==> src/rtl/otp_stream_decipher.sv <==
// One-time-pad stream decipher: XORs each ciphertext symbol with a key symbol
// drawn from a Galois LFSR seeded per message, with a valid/ready pipeline stage.
module otp_stream_decipher #(
   parameter int DATA_W  = 8,
   parameter int MSG_LEN = 4,
   parameter int SEED_W  = 16
) (
   input  logic              clock,
   input  logic              reset,
   input  logic              start,
   input  logic [SEED_W-1:0] seed,
   input  logic              in_valid,
   input  logic [DATA_W-1:0] in_data,
   output logic              in_ready,
   output logic              out_valid,
   output logic [DATA_W-1:0] out_data,
   input  logic              out_ready,
   output logic              busy,
   output logic              done
);

   localparam int CNT_W = $clog2(MSG_LEN + 1);
   localparam logic [SEED_W-1:0] LFSR_MASK = SEED_W'(16'hB400);
   localparam logic [SEED_W-1:0] ZERO_SEED_SUBST = SEED_W'(16'hACE1);

   typedef enum logic [1:0] {IDLE, RUN, DONE} state_t;

   state_t             state_q, state_d;
   logic [SEED_W-1:0]  lfsr_q, lfsr_d;
   logic [CNT_W-1:0]   in_cnt_q, in_cnt_d;
   logic [CNT_W-1:0]   out_cnt_q, out_cnt_d;
   logic               out_valid_q, out_valid_d;
   logic [DATA_W-1:0]  out_data_q, out_data_d;
   logic               in_hs, out_hs;

   // Advance the keystream by one full symbol (DATA_W single-bit steps).
   function automatic logic [SEED_W-1:0] lfsr_adv(input logic [SEED_W-1:0] s);
      logic [SEED_W-1:0] r;
      r = s;
      for (int i = 0; i < DATA_W; i++) begin
         if (r[0]) r = (r >> 1) ^ LFSR_MASK;
         else      r = r >> 1;
      end
      return r;
   endfunction

   always_ff @(posedge clock or posedge reset) begin
      if (reset) begin
         state_q     <= IDLE;
         lfsr_q      <= '0;
         in_cnt_q    <= '0;
         out_cnt_q   <= '0;
         out_valid_q <= 1'b0;
         out_data_q  <= '0;
      end else begin
         state_q     <= state_d;
         lfsr_q      <= lfsr_d;
         in_cnt_q    <= in_cnt_d;
         out_cnt_q   <= out_cnt_d;
         out_valid_q <= out_valid_d;
         out_data_q  <= out_data_d;
      end
   end

   assign in_hs  = in_valid && in_ready;
   assign out_hs = out_valid_q && out_ready;

   always_comb begin
      state_d = state_q;
      case (state_q)
         IDLE: if (start) state_d = RUN;
         RUN:  if (out_hs && (out_cnt_q == CNT_W'(MSG_LEN - 1))) state_d = DONE;
         DONE: state_d = IDLE;
         default: state_d = IDLE;
      endcase
   end

   always_comb begin
      lfsr_d      = lfsr_q;
      in_cnt_d    = in_cnt_q;
      out_cnt_d   = out_cnt_q;
      out_valid_d = out_valid_q;
      out_data_d  = out_data_q;
      if (out_hs) out_cnt_d = out_cnt_q + CNT_W'(1);
      if (state_q == IDLE && start) begin
         lfsr_d    = (seed == '0) ? ZERO_SEED_SUBST : seed;
         in_cnt_d  = '0;
         out_cnt_d = '0;
      end else if (in_hs) begin
         lfsr_d   = lfsr_adv(lfsr_q);
         in_cnt_d = in_cnt_q + CNT_W'(1);
      end
      // A new input refills the output slot even while the old symbol drains.
      if (in_hs) begin
         out_valid_d = 1'b1;
         out_data_d  = in_data ^ lfsr_q[DATA_W-1:0];
      end else if (out_hs) begin
         out_valid_d = 1'b0;
      end
   end

   always_comb begin
      in_ready = (state_q == RUN) && (in_cnt_q < CNT_W'(MSG_LEN)) &&
                 (!out_valid_q || out_ready);
      busy     = (state_q == RUN);
      done     = (state_q == DONE);
   end

   assign out_valid = out_valid_q;
   assign out_data  = out_data_q;

endmodule

==> config.mk <==
export PLATFORM = sky130hd
export DESIGN_NAME = otp_stream_decipher
export DESIGN_NICKNAME = d
export VERILOG_FILES = /design/src/rtl/otp_stream_decipher.sv
export SDC_FILE = /design/constraint.sdc
export NUM_CORES = 1
export LEC_CHECK = 0
export CAP_MARGIN = 10
export CORE_ASPECT_RATIO = 1.4
export CORE_MARGIN = 2
export CORE_UTILIZATION = 32
export CTS_BUF_LIST = sky130_fd_sc_hd__clkbuf_4 sky130_fd_sc_hd__clkbuf_8 sky130_fd_sc_hd__clkbuf_16
export DETAILED_ROUTE_END_ITERATION = 10
export PLACE_DENSITY = 0.64
export SLEW_MARGIN = 20
export SYNTH_ARGS = -nofsm -noshare
export SYNTH_HDL_FRONTEND = slang
export SYNTH_SLANG_ARGS = --single-unit
==> constraint.sdc <==
create_clock -name clock -period 4.4 [get_ports clock]
set_input_delay 0.44 -clock clock [delete_from_list [all_inputs] [get_ports clock]]
set_output_delay 0.44 -clock clock [all_outputs]
set_load 0.02 [all_outputs]
### Yosys cells after proc, flatten, opt, wreduce, memory -nomap -nowiden

Cells that the tools add are included.

| storage, ports and cells | value |
|---|---|
| bits in registers | 33 |
| input port bits | 29 |
| output and inout port bits | 12 |
| word-level logic and storage cells | 71 |

| cells by class | value |
|---|---|
| $add $sub $neg | 2 |
| $lt $le $gt $ge | 1 |
| equal/unequal tests | 5 |
| mux-type cells | 34 |
| bitwise gates (word level) | 9 |
| reduce and logical (&&, ||, !) cells | 14 |

Operators with widths:

| operator | count |
|---|---|
| two-way mux 16 bit | 25 |
| NOT 3 -> 4 bit | 8 |
| logical NOT 16 bit | 1 |
| two-way mux 3 bit | 4 |
| XOR 8 bit | 1 |
| adder 3 x 1 -> 3 bit (second input constant) | 2 |
| logical AND 1 bit | 6 |
| nonzero test 2 bit | 3 |
| two-way mux 2 bit | 2 |
| case mux 2 bit (2 select lines) | 1 |
| == test 3 x 2 -> 1 bit (second input constant) | 1 |
| < comparator 3 bit (second input constant) | 1 |
| == test 2 x 1 -> 1 bit (second input constant) | 1 |
| == test 2 bit (second input constant) | 1 |
| logical NOT 2 bit | 1 |
| two-way mux 1 bit | 2 |
| != test 2 x 1 -> 1 bit (second input constant) | 1 |
| != test 2 bit (second input constant) | 1 |
| AND reduction 2 bit | 1 |
| logical NOT 1 bit | 1 |
| logical OR 1 bit | 1 |

### Logic depth before layout (Yosys ltp)

Gate-level depths: netlist (run 1).

| logic depth | value |
|---|---|
| word-level depth | 34 |
| mapped depth | 6 |
| gate-level depth less buffers | 5 |

### Worst setup path after synthesis (run 1)

Ideal clock, no wire load.

| timing | value |
|---|---|
| kind | reg2reg |
| start | register out_valid_q (netlist: out_valid) |
| end | register lfsr_q[10] |
| setup time | 0.123 ns |
| data arrival time | 1.351 ns |
| data required time | 4.277 ns |
| slack | 2.926 ns |
| stages on the path, launching flop included | 6 |
| path buffers | 1 |
| period minus slack after synthesis | 1.474 ns |
| path through | dfrtp_1 nand2b_4 and4b_1 buf_6 or3_1 o221a_2 |

| between the ends | value |
|---|---|
| longest elaborated chain between the ends | 5 |

Ends and longest elaborated chain:

| what | RTL line | source |
|---|---|---|
| start: declaration | 32 | `logic out_valid_q, out_valid_d;` |
| start signal: assignment | 60 | `out_valid_q <= out_valid_d;` |
| logical NOT 1 bit | 104 | `(!out_valid_q \|\| out_ready);` |
| logical OR 1 bit | 104 |  |
| logical AND 1 bit | 103 | `in_ready = (state_q == RUN) && (in_cnt_q < CNT_W'(MSG_LEN)) &&` |
| logical AND 1 bit | 65 | `assign in_hs = in_valid && in_ready;` |
| nonzero test 2 bit (no line) | -- |  |
| end signal: assignment | 57 | `lfsr_q <= lfsr_d;` |
| end: declaration | 29 | `logic [SEED_W-1:0] lfsr_q, lfsr_d;` |

No other way between the ends.
A chain may end at the register's enable or synchronous reset.

### Final worst setup path (run 1)

| timing | value |
|---|---|
| start | input out_ready |
| end | output in_ready |

| between the ends | value |
|---|---|
| longest elaborated chain between the ends | 2 |

Ends and longest elaborated chain:

| what | RTL line | source |
|---|---|---|
| start: declaration | 17 | `input logic out_ready,` |
| logical OR 1 bit | 104 |  |
| logical AND 1 bit | 103 |  |
| end: declaration | 14 | `output logic in_ready,` |

No other way between the ends.

==> qor.yml, run 1 <==
run_status:
  outcome: "finished, final reports clean"
clocking:
  clk_path_buf_depth: 2
  cts_setup_buffers: 0
  cts_hold_repair.buffers: 0
  tritoncts: "yes"
  ctsResizeCount: 0
  cts_root_buf: "clkbuf_8"
  clkSinkCount: 33
  clock_insertion_delay_worst_skew_ns: 0.28
  cts_made_buffers: 5
  clk_pin_slew_ns: 0.06
  h-tree-depth: 2
critical_path:
  critical_path_arrival_ns: 1.87
  timing.critical_path.required_ns: 3.96
  timing.reg2reg.worst_path_depth: 4
  setup.worst_path.end_class: "primary output"
  worstSetupPathType: "in2out"
  cp-start-kind: "input port"
  maximum_fanout_along_the_worst_path: 4
placement:
  portBuffers: 40
  gp_congestion: 0.762
  place.detailed.hpwl_microns: 2830
  pre_cts_ws_ns: 2.07
yosys:
  synth_cells: 180
  postSynthRegisterBits: 33
  post_synth.cell_area_avg_sq_um: 10.1
  synthDominantCellAreaShare_pct: 45.2
  yosysTopAreaCell: "dfrtp_1"
  mappedNetlistArea_sq_um: 1830
  synth_cell_type_count: 38
  count_of_warnings_emitted_by_yosys: 0
  post_synth_edffs: 0
  yosysMostFrequentCell: "dfrtp_1"
  synth.top_cells.by_count: "33 x dfrtp_1, 24 x nand2_1, 22 x xnor2_1, 12 x o21ai_1, 11 x nor2_1"
  synth-main-ff-cell: "dfrtp_1"
  sequential_cell_area_fraction_in_the_yosys_report_pct: 45.2
  async_reset_ff_share_pct: 100
  synth.top_cells.by_area: "dfrtp_1 45%, xnor2_1 11%, nand2_1 4.9%, xor2_1 3.4%, o21ai_1 3.3%"
  synthesis.nets: 212
worst_hold_path:
  min_delay_path_depth: 2
  holdCritPathClass: "reg2reg"
finish:
  multi_input_comb_area_sq_um: 912
  area_delta_synth_final_pct: 27.6
  antenna_cells: 0
  design.final.nets: 247
  sequential_cell_area_sq_um: 826
  layout-drive-gt1-share_pct: 10.2
  fillers: 563
route:
  firstDrtPassIters: 4
  routed-via-count: 1366
  post_detailed_route_wirelength_per_cell_microns: 13.6
  ant_nets: 0
  drc: 0
  postRouteWirelength_microns: 3850
  viasPerCell: 4.83
  drt_iter0_markers: 49
global_route:
  grt_pass1_wl_microns: 6440
  grt_start_max_net_pins: 37
  grt_pass1_vias: 1371
  grt_util_all_layers_pct: 13.6
  antenna_found_initial: 0
  grt_overflow: 0
timing:
  setup_viol: 0
  clk_skew_ns: 0.00409
  final-max-slew-violation-count: 0
  max_clock_freq_ghz: 0.433
  fin_tns_setup_ns: 0
  final_hold_viol_count: 0
  timing.final.crit_share_pct: 52.5
  final_worst_setup_slack_ns: 2.09
  maxSlewHeadroom_pct: 55.6
  finalWorstPathRequiredPeriod_ns: 2.31
  rsz0062_at_grt: "no"
  max_slew.worst_pin.slew_ns: 0.665
flow_run:
  max-cap-violations: 0
floorplan:
  die_h_microns: 93.4
  floorplan.core_area_sq_um: 5530
  die_area_sq_um: 6330
  io-pin-count: 41
  initial_core_util_pct: 33.0
  fp-row-count: 32
  dieWidth_microns: 67.8
pwr:
  leakage_nw: 0.957
  power-per-cell-area_nw_per_um2: 724
  vdd_drop_max_mv: 0.246
==> state kept, by name (all words and copies together) (netlist names) <==
signal,count
out_cnt_q,3
out_data,8
lfsr_q,16
in_cnt_q,3
out_valid,1
state_q,2
==> kinds of logic (layout without fill, tap and decap cells) <==
logic type	Yosys count	count (layout)	synth area share, %
AOI/OAI and AO/OA	33	33	13.6
xor gates and xnor gates	29	29	13.9
adders and majority gates	3	3	2.06
buffers and inverters	15	50	4.80
DFF	33	33	45.2
muxes	4	4	2.19
and+or+nand+nor	63	63	18.2
==> placed cells by master, fill, tap and decap left out, types with 2 or more instances in the layout <==
cell,instances
a21oi_1,3
nor4_1,4
nor2_1,11
dfrtp_1,33
clkbuf_8,6
mux2i_1,4
nand2_1,24
xor2_1,7
inv_1,2
clkdlybuf4s50_1,40
a2bb2oi_2,3
nand2_2,4
ha_1,3
a2bb2oi_1,3
nand3_1,9
a31oi_2,3
o21ai_1,12
o21ai_0,4
xnor2_1,22
==> power by group <==
| group | switching (mW) | internal [mW] | total (mW) | leakage, nW |
|---|---|---|---|---|
| clock network | 0.103 | 0.130 | 0.233 | 0.0477 |
| logic | 0.407 | 0.447 | 0.854 | 0.510 |
| registers | 0.150 | 0.449 | 0.599 | 0.400 |
==> metal layers <==
metal / track usage, % / vias to the layer above / routed length, microns
met5: 0 / - / 0
met1: 16.8 / 643 / 1700
li1: - / 683 / -
met2: 22.7 / 35 / 1920
met4: 4.50 / 0 / 48
met3: 3.61 / 5 / 185
==> per-stage QoR <==
stage	total power [mW]	util [%]	std cells	instance area, sq um	hold slack [ns]
2_1_floorplan	1.26	-	180	1830	0.454
3_3_place_gp	1.45	40.5	276	2240	0.474
3_5_place_dp	1.47	40.5	276	2240	0.478
4_1_cts	1.70	42.1	283	2330	0.493
5_1_grt	1.83	42.1	283	2330	0.504
6_report	1.69	42.1	283	2330	0.481
==> path summary, 6_finish.rpt <==
check | end | from | slack [ns]
worst max-delay path | in_ready | out_ready | 2.09
worst min-delay path | out_data[4] | out_data[4] | 0.48
worst max register to register | lfsr_q[10] | state_q[1] | 2.49
worst min register to register | out_data[4] | out_data[4] | 0.48
max in group asynchronous | out_data[1] | reset | 3.54
min in group asynchronous | out_data[0] | reset | 0.54
==> cell type report <==
cell class	instances	area share, %
Inverter	2	0.322
Sequential cell	33	35.5
Timing Repair Buffer	41	17.5
Clock buffer	7	3.87
Multi-Input combinational cell	132	39.2
Tap cell	68	3.65
==> critical path, stage by stage <==
cell             delay (ns)
clkdlybuf4s50_1        0.53
nand2b_4               0.17
nand2_1                0.05
nor2_1                 0.08
clkdlybuf4s50_1        0.60
No activity file was read; power rests on OpenSTA's default activity.
==> run 2: changes to the inputs <==
==> constraint.sdc (replaced) <==
create_clock -name clock -period 2.2 [get_ports clock]
set_input_delay 0.22 -clock clock [delete_from_list [all_inputs] [get_ports clock]]
set_output_delay 0.22 -clock clock [all_outputs]
set_load 0.02 [all_outputs]
==> run 2 against run 1 <==
Design area increased by 1.5%. Global-route usage increased by 0.99 points. Setup slack worse by 1.8 ns. Sequential cell count is the same. Register-to-register slack worse by 1.8 ns. Clock power rose by 94%. Non-clock buffer count rose by 5. Critical endpoint unchanged. Clock skew rose by 0.0039 ns. Power grew 100%.
==> qor.yml, run 2 (synthesis gave the netlist of run 1 again) <==
placement:
  portBuffers: 40
  place.detailed.hpwl_microns: 2930
  dpl_cell_area_sq_um: 2280
  place_inst: 281
  gp_congestion: 0.881
critical_path:
  timing.rr.end: "lfsr_q[10]"
  rrSetupSlack_ns: 0.66
  worstSetupPathType: "reg2out"
  cp-startpoint: "state_q[1]"
  timing.reg2reg.worst_path_depth: 4
  maximum_fanout_along_the_worst_path: 5
  setup.worst_path.end_class: "primary output"
  timing.critical_path.required_ns: 1.98
  critical_path_arrival_ns: 1.68
  critical_path.reg2reg.startpoint: "state_q[1]"
  cp-start-kind: "flop"
route:
  ant_nets: 0
  routed-via-count: 1401
  post_detailed_route_wirelength_per_cell_microns: 13.8
  firstDrtPassIters: 4
  drt_iter0_markers: 53
  viasPerCell: 4.85
  postRouteWirelength_microns: 3980
  drc: 0
pwr:
  vdd_drop_max_mv: 0.423
  internal-power_mw: 2.05
  comb_power_share_pct: 51.1
  netSwitchingFraction_pct: 39.7
  sequentialPowerShare_pct: 35.6
  power-per-cell-area_nw_per_um2: 1440
  total_switching_power_mw: 1.35
  leakage_nw: 0.981
  clock_power_share_pct: 13.3
finish:
  non_filler_instance_count_after_layout: 289
  most_common_cell_after_layout_fill_and_taps_aside: "clkdlybuf4s50_1"
  layout.cells.most_common_list: "40 x clkdlybuf4s50_1, 33 x dfrtp_1, 24 x nand2_1"
  multi_input_comb_area_sq_um: 912
  antenna_cells: 0
  fillers: 569
  fin_area_sq_um: 2360
  regMostFlops: "lfsr_q"
  design.final.nets: 252
  sequential_cell_area_sq_um: 826
  area_delta_synth_final_pct: 29.4
  largest_register_ffs: 16
  layout-drive-gt1-share_pct: 12.7
clocking:
  clk_pin_slew_ns: 0.07
  clk_path_buf_depth: 2
  h-tree-depth: 2
  cts_made_buffers: 5
  cts_hold_repair.buffers: 0
  cts_setup_buffers: 0
  ctsResizeCount: 0
  clock_insertion_delay_worst_skew_ns: 0.29
  cts_root_buf: "clkbuf_8"
  clkSinkCount: 33
  tritoncts: "yes"
timing:
  setup_viol: 0
  final_hold_viol_count: 0
  final-max-slew-violation-count: 0
  max_clock_freq_ghz: 0.525
  maxSlewHeadroom_pct: 60.4
  rsz0062_at_grt: "no"
  fin_tns_setup_ns: 0
  max_slew.worst_pin.slew_ns: 0.592
  timing.final.crit_share_pct: 86.6
  finalWorstPathRequiredPeriod_ns: 1.90
  clk_skew_ns: 0.00794
flow_run:
  max-cap-violations: 0
floorplan:
  floorplan.core_area_sq_um: 5530
  die_area_sq_um: 6330
  io-pin-count: 41
  initial_core_util_pct: 33.0
  dieWidth_microns: 67.8
  die_h_microns: 93.4
  fp-row-count: 32
global_route:
  grt_pass1_wl_microns: 6870
  grt_pass1_vias: 1374
  antenna_found_initial: 0
  grt_start_max_net_pins: 34
  grt_overflow: 0
  grt_util_all_layers_pct: 14.6
worst_hold_path:
  holdCritPathClass: "in2async"
run_status:
  outcome: "finished, final reports clean"
## run 2: worst max path at each step
| stage | to | slack (ns) |
|---|---|---|
| after floorplan | lfsr_q[10] | 0.73 |
| after global placement | in_ready | 0.34 |
| after detailed placement | in_ready | 0.33 |
| after CTS | in_ready | 0.29 |
| after global routing | in_ready | 0.23 |
| final | in_ready | 0.30 |
## run 2: final cells by class
class	instances	area share (%)
flip-flops and latches	33	35.0
well taps	68	3.60
clock inverters	2	0.424
inverters	2	0.318
repair buffers	46	18.9
clock buffers	6	3.23
multi-input cells	132	38.6
## run 2: per-stage QoR
stage                     setup WS [ns]  power, mW  hold WS [ns]  util, %
after floorplan                   0.726       2.52         0.349        -
after global placement            0.344       2.95         0.469     41.2
after detailed placement          0.328       2.98         0.479     41.2
after CTS                         0.291       3.45         0.336     42.8
after global routing              0.235       3.70         0.364     42.8
final                             0.295       3.40         0.321     42.8
## run 2: layer usage
layer / wire length [microns] / vias to the layer above / GRT usage (%) / share of wire [%]
met5: 0 / - / 0 / 0
met4: 76 / 0 / 6.00 / 1.9
met3: 224 / 6 / 3.37 / 5.6
met2: 1980 / 41 / 22.8 / 50
met1: 1700 / 666 / 19.3 / 43
li1: - / 688 / - / -
## run 2: power by group through the flow
stage | sequential [mW] | combinational [mW] | clock [mW]
after global routing | 1.25 | 1.95 | 0.493
after global placement | 1.22 | 1.73 | 0
after floorplan | 1.17 | 1.35 | 0
after detailed placement | 1.23 | 1.75 | 0
final | 1.21 | 1.74 | 0.452
after CTS | 1.22 | 1.76 | 0.474
## run 2: critical path, cell delays in order, from the launching register on
cell and delay (ns):
dfrtp_1 0.44, nor2b_4 0.20, nand2_1 0.08, nor2_1 0.08, clkdlybuf4s50_1 0.60
==> run 3: changes to the inputs <==
--- a/config.mk
+++ b/config.mk
@@ -5,6 +5,7 @@
 export SDC_FILE = /design/constraint.sdc
 export NUM_CORES = 1
 export LEC_CHECK = 0
+export ABC_CLOCK_PERIOD_IN_PS = 2200
 export CAP_MARGIN = 10
 export CORE_ASPECT_RATIO = 1.4
 export CORE_MARGIN = 2
@@ -12,6 +13,7 @@
 export CTS_BUF_LIST = sky130_fd_sc_hd__clkbuf_4 sky130_fd_sc_hd__clkbuf_8 sky130_fd_sc_hd__clkbuf_16
 export DETAILED_ROUTE_END_ITERATION = 10
 export PLACE_DENSITY = 0.64
+export SKIP_LAST_GASP = 1
 export SLEW_MARGIN = 20
 export SYNTH_ARGS = -nofsm -noshare
 export SYNTH_HDL_FRONTEND = slang
==> results of run 3 <==
The final DEF is identical to that of run 2; final timing and power are the same.
